**src/rtl/deserializer_fsm.sv**
```systemverilog
// -----------------------------------------------------------------------------
// deserializer_fsm
//
// Bit-serial to parallel converter. Bits arrive LSB first under a valid/ready
// handshake and are packed into LENGTH-bit words. Each finished word is shown
// on a parallel valid/ready port until the consumer takes it. While a word is
// waiting, the input is ready only when the consumer is ready, so the first bit
// of the next word can enter in the same cycle the previous word leaves.
//
// Optional feature: define DESER_TIMEOUT_EN to abandon a partial word after
// TIMEOUT_CYCLES enabled cycles with no accepted bit. o_timeout then pulses for
// one cycle. With the macro undefined, o_timeout is tied low and a partial word
// waits indefinitely.
//
// Ports:
//   i_clk         clock, rising edge
//   i_rst         synchronous active-high reset (overrides i_en)
//   i_en          clock enable; low freezes all state and outputs
//   i_din         serial data bit, LSB first
//   i_din_valid   i_din holds a valid bit
//   o_ready       block can accept a bit this cycle (combinational)
//   ov_dout       assembled word, bit 0 is the first bit received
//   o_dout_valid  ov_dout holds a complete word (registered)
//   i_ready       downstream accepts ov_dout
//   o_timeout     one-cycle pulse when a partial word is discarded
// -----------------------------------------------------------------------------
module deserializer_fsm #(
   parameter int LENGTH         = 24,
   parameter int TIMEOUT_CYCLES = 64
) (
   input  logic              i_clk,
   input  logic              i_rst,
   input  logic              i_en,
   input  logic              i_din,
   input  logic              i_din_valid,
   output logic              o_ready,
   output logic [LENGTH-1:0] ov_dout,
   output logic              o_dout_valid,
   input  logic              i_ready,
   output logic              o_timeout
);

   localparam int CW = $clog2(LENGTH + 1);

   localparam logic [1:0] ST_IDLE     = 2'd0;
   localparam logic [1:0] ST_SHIFT_IN = 2'd1;
   localparam logic [1:0] ST_HOLD     = 2'd2;

   // Count value held while the last bit of a word is being offered.
   localparam logic [CW-1:0] LAST_COUNT = CW'(LENGTH - 1);

   logic [1:0]        state_reg, state_next;
   logic [CW-1:0]     count_reg, count_next;
   logic [LENGTH-1:0] shift_reg, shift_next;
   logic [LENGTH-1:0] dout_reg, dout_next;
   logic              dout_valid_reg, dout_valid_next;

   logic              ready_int;
   logic              bit_accept;
   logic              handoff;
   logic              word_done;
   logic [LENGTH-1:0] shifted_word;

   // New bit enters at the top; after LENGTH shifts the first bit sits at bit 0.
   generate
      if (LENGTH == 1) begin : g_one_bit
         assign shifted_word = i_din;
      end else begin : g_multi_bit
         assign shifted_word = {i_din, shift_reg[LENGTH-1:1]};
      end
   endgenerate

   always_comb begin
      ready_int = 1'b0;
      case (state_reg)
         ST_IDLE, ST_SHIFT_IN: ready_int = i_en;
         ST_HOLD:              ready_int = i_en & i_ready;
         default:              ready_int = 1'b0;
      endcase
   end

   assign bit_accept = i_en & i_din_valid & ready_int;
   assign handoff    = i_en & dout_valid_reg & i_ready;
   // count is 0 in IDLE and HOLD, so with LENGTH==1 every accepted bit completes a word.
   assign word_done  = bit_accept & (count_reg == LAST_COUNT);

`ifdef DESER_TIMEOUT_EN
   localparam int TW = $clog2(TIMEOUT_CYCLES + 1);
   localparam logic [TW-1:0] IDLE_LIMIT = TW'(TIMEOUT_CYCLES - 1);

   logic [TW-1:0] idle_cnt_reg, idle_cnt_next;
   logic          timeout_reg, timeout_next;
`endif

   always_comb begin
      state_next      = state_reg;
      count_next      = count_reg;
      shift_next      = shift_reg;
      dout_next       = dout_reg;
      dout_valid_next = dout_valid_reg;
`ifdef DESER_TIMEOUT_EN
      idle_cnt_next   = '0;
      timeout_next    = 1'b0;
`endif

      if (bit_accept) begin
         shift_next = shifted_word;
         count_next = word_done ? '0 : count_reg + CW'(1);
      end

      if (word_done) begin
         dout_next       = shifted_word;
         dout_valid_next = 1'b1;
      end else if (handoff) begin
         dout_valid_next = 1'b0;
      end

      case (state_reg)
         ST_IDLE: begin
            if (bit_accept)
               state_next = word_done ? ST_HOLD : ST_SHIFT_IN;
         end
         ST_SHIFT_IN: begin
            if (word_done) begin
               state_next = ST_HOLD;
            end
`ifdef DESER_TIMEOUT_EN
            else if (!bit_accept) begin
               if (idle_cnt_reg == IDLE_LIMIT) begin
                  state_next   = ST_IDLE;
                  shift_next   = '0;
                  count_next   = '0;
                  timeout_next = 1'b1;
               end else begin
                  idle_cnt_next = idle_cnt_reg + TW'(1);
               end
            end
`endif
         end
         ST_HOLD: begin
            if (handoff) begin
               if (bit_accept)
                  state_next = word_done ? ST_HOLD : ST_SHIFT_IN;
               else
                  state_next = ST_IDLE;
            end
         end
         default: state_next = ST_IDLE;
      endcase
   end

   always_ff @(posedge i_clk) begin
      if (i_rst) begin
         state_reg      <= ST_IDLE;
         count_reg      <= '0;
         shift_reg      <= '0;
         dout_reg       <= '0;
         dout_valid_reg <= 1'b0;
      end else if (i_en) begin
         state_reg      <= state_next;
         count_reg      <= count_next;
         shift_reg      <= shift_next;
         dout_reg       <= dout_next;
         dout_valid_reg <= dout_valid_next;
      end
   end

`ifdef DESER_TIMEOUT_EN
   always_ff @(posedge i_clk) begin
      if (i_rst) begin
         idle_cnt_reg <= '0;
         timeout_reg  <= 1'b0;
      end else if (i_en) begin
         idle_cnt_reg <= idle_cnt_next;
         timeout_reg  <= timeout_next;
      end
   end

   assign o_timeout = timeout_reg;
`else
   assign o_timeout = 1'b0;
`endif

   assign o_ready      = ready_int;
   assign ov_dout      = dout_reg;
   assign o_dout_valid = dout_valid_reg;

endmodule
```
**config.mk**
```make
export PLATFORM = sky130hd
export DESIGN_NAME = deserializer_fsm
export DESIGN_NICKNAME = d
export VERILOG_FILES = /design/src/rtl/deserializer_fsm.sv
export SDC_FILE = /design/constraint.sdc
export NUM_CORES = 1
export LEC_CHECK = 0
export ABC_CLOCK_PERIOD_IN_PS = 1800
export BUFFER_PORTS_ARGS = -buffer_cell sky130_fd_sc_hd__buf_2
export CAP_MARGIN = 20
export CORE_MARGIN = 3
export CORE_UTILIZATION = 55
export CTS_CLUSTER_SIZE = 25
export DETAILED_ROUTE_END_ITERATION = 16
export GPL_TIMING_DRIVEN = 0
export PLACE_DENSITY = 0.75
export SYNTH_ARGS = -nofsm -noshare
export SYNTH_HDL_FRONTEND = slang
export SYNTH_SLANG_ARGS = --single-unit
```
**constraint.sdc**
```tcl
create_clock -name i_clk -period 1.8 [get_ports i_clk]
set_input_delay 0.09 -clock i_clk [delete_from_list [all_inputs] [get_ports i_clk]]
set_output_delay 0.09 -clock i_clk [all_outputs]
set_load 0.02 [all_outputs]
```
==> results_dict.tcl, run 1 <==
set metrics [dict create \
    p_clk_share_pct 33.8 \
    clk_path_buf_depth 2 \
    powerDensity_mw_per_mm2 820.2 \
    layout_min_cycle_time_ps 1677 \
    grt-ovfl-total 0 \
    routedWlPerCell_um 12.22 \
    p_sw_share_pct 22.16 \
    relSlewSlack_pct 62.69 \
    clock_sinks 55 \
    p_comb_share_pct 4.4 \
    netlist_area_mm2 0.002069 \
    start_kind "flop" \
    cpLargestDelayFamily "flip-flops" \
    ant_nets 0 \
    finish.utilization_pct 69.91 \
    design.core.area_mm2 0.003468 \
    hold_class "primary input to flop" \
    peakVddDrop_mv 0.6130 \
    clkLatencyLatePin_ps 300 \
    max_stage_delay_ps 400 \
    synth_seq_area_share_pct 53.20 \
    dieArea_mm2 0.004535 \
    critPathMaxFanout 10 \
    syn_inst 257 \
    intPower_uw 1548 \
    h-tree-depth 2 \
    p_seq_share_pct 61.7 \
    dr.pass1.iters 4 \
    ctsHoldBuffers 0 \
    yosysWarnings 0 \
    design_area_mm2 0.002425 \
    post-route-period-util_pct 93.18 \
    ys_seq_elements 55 \
    end_kind "flop" \
    finalWirelength_um 4241 \
    cts_tree "yes" \
    post_dp_cell_area_mm2 0.002282 \
    synth_edf_count 0 \
    drive_above_1_share_pct 20.27 \
    finClkSkew_ps 3.261 \
    antenna_found_initial 0 \
    cap_violations 0 \
    gp_congestion 0.7692 \
    yosys.area.top_type "dfxtp_1" \
    setup_slack_ps 122.8 \
    outcome "complete, no violations" \
    path_class "flop to flop" \
    dpl.hpwl_um 2825 \
    num_rows 21 \
    slowest_stage "dfxtp_1" \
    switchingPower_uw 440.8 \
    fin_nets 308 \
    antenna_cells 0 \
    cts_inserted_buffers 5 \
    die_h_um 67.34 \
    initial_core_util_pct 59.67 \
    fin_hold_ws_ps 44.60 \
    clkTransAtPathRegs_ps 90 \
    yosys-top-cells-area "dfxtp_1 53%, nand2_1 18%, a21oi_1 12%" \
    async_flop_share_pct 0 \
    area_growth_pct 17.17 \
    io_buffer_count 31 \
    synth_fp_nets 264 \
    grt_pass1_vias 1527 \
    drv_slew 0 \
    fmax_ghz 0.5962 \
    post-place-ws_ps 94.64 \
    via_per_inst 5.184 \
    grt_usage_pct 19.76 \
    synth_cell_types 34 \
    vias 1799 \
    ios 33 \
    cts-root-buf "clkbuf_8" \
    grt_max_degree 16 \
    drc_errors 0 \
    grt_pass1_wl_um 6768 \
    hold_viol 0 \
    ys.flop_type "dfxtp_1" \
    drtIter0Drc 112 \
    setup_viol 0 \
    required_ps 2030 \
    syn_avg_cell_area_um2 8.052 \
    p_leak_uw 0.0009314 \
    dieWidth_um 67.34 \
    largest_register_ffs 24 \
    tightest_slew_ps 559.7 \
    cp_num_buf_inv 2 \
    cp_cell_sequence "ha_2, nand4b_1, a211oi_4, buf_4, buf_6, nand2_1, a21oi_1" \
    cp.arrival_ps 1910 \
    yosys.area.top_type_share_pct 53.20 \
]
[layout make-up]
class | count | area [um^2]
clock inverters | 1 | 5.005
plain buffers | 16 | 87.58
fillers | 320 | 1044
repair buffers | 37 | 200.2
inverters | 2 | 7.507
multi-input cells | 184 | 883.3
clock buffers | 6 | 82.58
well taps | 46 | 57.56
flip-flops and latches | 55 | 1101
[metrics by stage]
step / total power, uW / TNS, ps / std cells
final: 1989 / 0 / 347
after global placement: 1341 / 0 / 334
after CTS: 1997 / 0 / 341
after global routing: 2045 / -18.24 / 347
after floorplan: 1314 / 0 / 257
after detailed placement: 1343 / 0 / 334
[worst paths after layout]
| check | start | end | slack, ps | depth (start not counted) |
|---|---|---|---|---|
| setup / recovery | count_reg[0] | ov_dout[11] | 120 | 7 |
| hold / removal | i_din | shift_reg[23] | 40 | 3 |
| setup reg to reg | count_reg[0] | ov_dout[11] | 120 | 7 |
| hold reg to reg | ov_dout[6] | ov_dout[6] | 450 | 2 |
[layout by cell type, fill, tap and decap left out, drive strengths merged, types with 2 or more instances in the layout]
master and count:
nor2 6, mux2i 2, nand3 2, a21oi 52, o21ai 3, nor2b 2, inv 2, dfxtp 55
o211ai 2, clkbuf 12, nand2 98, buf 47
[cell usage after synthesis, drive strengths merged, types with 2 or more instances]
cell    instances
nor2b           2
inv             2
dfxtp          55
a21oi          52
nand2          98
buf            10
o21ai           3
clkbuf          6
nand3           2
mux2i           2
nor2            6
o211ai          2
[power by group through the flow]
stage | logic [uW] | registers [uW] | clock network [uW]
after floorplan | 60.0 | 1250 | 0
after global placement | 86.2 | 1250 | 0
after detailed placement | 87.2 | 1260 | 0
after CTS | 87.8 | 1230 | 683
after global routing | 98.4 | 1230 | 719
final | 88.5 | 1230 | 673
[layer usage]
metal	vias up	global-route usage (%)	part of all wire (%)
met5	-	0	0
met1	828	25.03	48
li1	931	-	-
met4	0	10.13	1.8
met3	8	4.659	4.7
met2	32	31.29	46
[logic make-up (layout without fill, tap and decap cells)]
kind of cell | Yosys count | after routing | share of synthesized area, %
other | 1 | 1 | 0.1812
AO/OA/AOI/OAI | 62 | 62 | 17.23
AND/OR/NAND/NOR | 117 | 117 | 23.16
flip-flops | 55 | 55 | 53.20
buffers and inverters | 18 | 62 | 4.231
multiplexers | 2 | 2 | 0.9674
XOR/XNOR | 1 | 1 | 0.4233
adder cells (fa/ha/maj) | 1 | 1 | 0.6045
[tightest hold or removal path: stages]
cell and delay [ps]:
buf_2 110, nand2_1 60, a21oi_1 50
[what timing repair did]
action | 4_1_cts | 5_1_grt
endpoints found under the hold margin | 0 | 0
buffers inserted | 0 | 6
resized for setup | 0 | 3
endpoints found under the setup margin | 0 | 20
(Power assumes the default switching activity.)
==> inputs of run 2 (changes only) <==
==> config.mk (replaced) <==
export PLATFORM = sky130hd
export DESIGN_NAME = deserializer_fsm
export DESIGN_NICKNAME = d
export VERILOG_FILES = /design/src/rtl/deserializer_fsm.sv
export SDC_FILE = /design/constraint.sdc
export NUM_CORES = 1
export LEC_CHECK = 0
export ABC_CLOCK_PERIOD_IN_PS = 1300
export BUFFER_PORTS_ARGS = -buffer_cell sky130_fd_sc_hd__buf_2
export CAP_MARGIN = 20
export CORE_MARGIN = 3
export CORE_UTILIZATION = 49
export CTS_CLUSTER_SIZE = 25
export DETAILED_ROUTE_END_ITERATION = 16
export GPL_TIMING_DRIVEN = 0
export PLACE_DENSITY = 0.7
export SETUP_SLACK_MARGIN = 0.02
export SYNTH_ARGS = -nofsm -noshare
export SYNTH_HDL_FRONTEND = slang
export SYNTH_SLANG_ARGS = --single-unit
==> constraint.sdc (replaced) <==
create_clock -name i_clk -period 1.3 [get_ports i_clk]
set_input_delay 0.065 -clock i_clk [delete_from_list [all_inputs] [get_ports i_clk]]
set_output_delay 0.065 -clock i_clk [all_outputs]
set_load 0.02 [all_outputs]
==> run 2 against run 1 <==
Net effect:
- the flow now finishes with violations (setup timing)
- hold slack got worse by 30 ps
- final area increased by 22%
- global-route usage increased by 0.085 points
- total power increased by 56%
- non-clock buffer count increased by 16
- critical path depth unchanged
- sequential share of layout area decreased by 8.1 points
- largest cell class is now multi-input gates
- largest power group unchanged
- highest routed layer unchanged
==> results_dict.tcl, run 2 (synthesis gave the netlist of run 1 again) <==
set metrics [dict create \
    outcome "finished with violations" \
    violations "setup timing" \
    end_kind "flop" \
    design_area_mm2 0.002963 \
    drc_errors 0 \
    clkTransAtPathRegs_ps 100 \
    intPower_uw 2395 \
    layout_min_cycle_time_ps 1493 \
    largest_register_ffs 24 \
    post_dp_cell_area_mm2 0.002316 \
    drive_above_1_share_pct 45.60 \
    grt-ovfl-total 0 \
    num_rows 22 \
    cts_tree "yes" \
    switchingPower_uw 698.4 \
    h-tree-depth 2 \
    relSlewSlack_pct 54.03 \
    dpl.hpwl_um 2810 \
    path_class "flop to flop" \
    grt_usage_pct 19.85 \
    finClkSkew_ps 3.667 \
    clk_path_buf_depth 2 \
    p_sw_share_pct 22.58 \
    area_growth_pct 43.17 \
    via_per_inst 5.273 \
    ctsHoldBuffers 0 \
    dr.pass1.iters 4 \
    drv_slew 0 \
    cp.arrival_ps 1740 \
    p_seq_share_pct 54.9 \
    design.core.area_mm2 0.003854 \
    cts_inserted_buffers 5 \
    setup_viol 50 \
    post-place-ws_ps -376.4 \
    reg2regPathDepth 7 \
    vias 1930 \
    fmax_ghz 0.6697 \
    p_leak_uw 0.001183 \
    antenna_cells 0 \
    drtIter0Drc 84 \
    hold_viol 0 \
    cts-root-buf "clkbuf_8" \
    routedWlPerCell_um 13.62 \
    hold_class "primary input to flop" \
    clock_sinks 55 \
    ios 33 \
    grt_max_degree 17 \
    grt_pass1_vias 1764 \
    cap_violations 0 \
    finalWirelength_um 4984 \
    io_buffer_count 31 \
    post-route-period-util_pct 114.9 \
    initial_core_util_pct 53.70 \
    p_comb_share_pct 6.7 \
    final_cell_mix "71 x nand2_1, 52 x dfxtp_1, 34 x a21oi_2" \
    powerDensity_mw_per_mm2 1044 \
    min_path_cells 3 \
    grt_pass1_wl_um 7935 \
    clkLatencyLatePin_ps 310 \
    die_h_um 70.99 \
    rsz0062_at_grt "yes" \
    num-fill-cells 289 \
    ant_nets 0 \
    antenna_found_initial 0 \
    dieWidth_um 70.99 \
    required_ps 1550 \
    final_common_cell "nand2_1" \
    start_kind "flop" \
    dieArea_mm2 0.005039 \
    total_power_uw 3094 \
    setup_slack_ps -193.1 \
    peakVddDrop_mv 0.8613 \
    fin_nets 324 \
    critPathMaxFanout 7 \
    setup-tns-final_ps -5233 \
    tightest_slew_ps 689.6 \
    p_clk_share_pct 38.3 \
    gp_congestion 0.7310 \
]
[run 2: changes by cell type in the layout (fill, tap and decap cells not counted), sizes merged]
cell,change
buf,+16
bufinv,+1
[run 2: area by class of cell]
| cell class | instances | area (um^2) | area share, % |
|---|---|---|---|
| clock inverter | 2 | 35.03 | 1.182 |
| multi-input combinational | 184 | 1192 | 40.24 |
| inverter | 2 | 7.507 | 0.2534 |
| sequential | 55 | 1105 | 37.29 |
| timing repair buffer | 53 | 362.8 | 12.25 |
| tap | 48 | 60.06 | 2.027 |
| clock buffer | 6 | 82.58 | 2.787 |
| buffer | 16 | 117.6 | 3.970 |
[run 2: power by group through the flow]
| stage | sequential, uW | clock [uW] | combinational, uW |
|---|---|---|---|
| 2_1_floorplan | 1740 | 0 | 86.0 |
| 3_3_place_gp | 1740 | 0 | 123 |
| 3_5_place_dp | 1740 | 0 | 125 |
| 4_1_cts | 1700 | 1180 | 176 |
| 5_1_grt | 1700 | 1250 | 226 |
| 6_report | 1700 | 1190 | 209 |
[run 2: through the flow]
step                util [%]  hold slack, ps  std cells
floorplan                  -           201.0        257
global placement       60.10           329.9        336
detailed placement     60.10           340.0        336
CTS                    69.61           4.115        362
global route           76.88           17.91        366
finish                 76.88           14.81        366
[run 2: routing by layer]
metal | share of wire [%] | up-vias | GRT usage [%]
met1 | 46 | 926 | 24.25
met4 | 1.7 | 0 | 7.516
li1 | - | 961 | -
met2 | 49 | 34 | 34.60
met3 | 3.2 | 9 | 3.551
met5 | 0 | - | 0
[run 2: path summary, 6_finish.rpt]
path	start	endpoint	slack, ps
worst max-delay path	count_reg[0]	ov_dout[1]	-190
worst min-delay path	i_din	ov_dout[23]	10
worst max register to register	count_reg[0]	ov_dout[1]	-190
worst min register to register	ov_dout[1]	ov_dout[1]	450
[run 2: worst max-delay path, stage by stage, from the launching register on]
cell	delay, ps
dfxtp_2	370
ha_4	140
nand4b_1	200
a211oi_4	220
buf_6	190
buf_6	140
nand2_1	60
a21oi_1	110
[run 2: timing repair]
| item | in CTS | in global routing |
|---|---|---|
| gates cloned | 4 | 0 |
| pin swaps | 28 | 30 |
| endpoints found under the setup margin | 52 | 54 |
| gates resized for setup | 30 | 72 |
| buffers inserted | 14 | 4 |
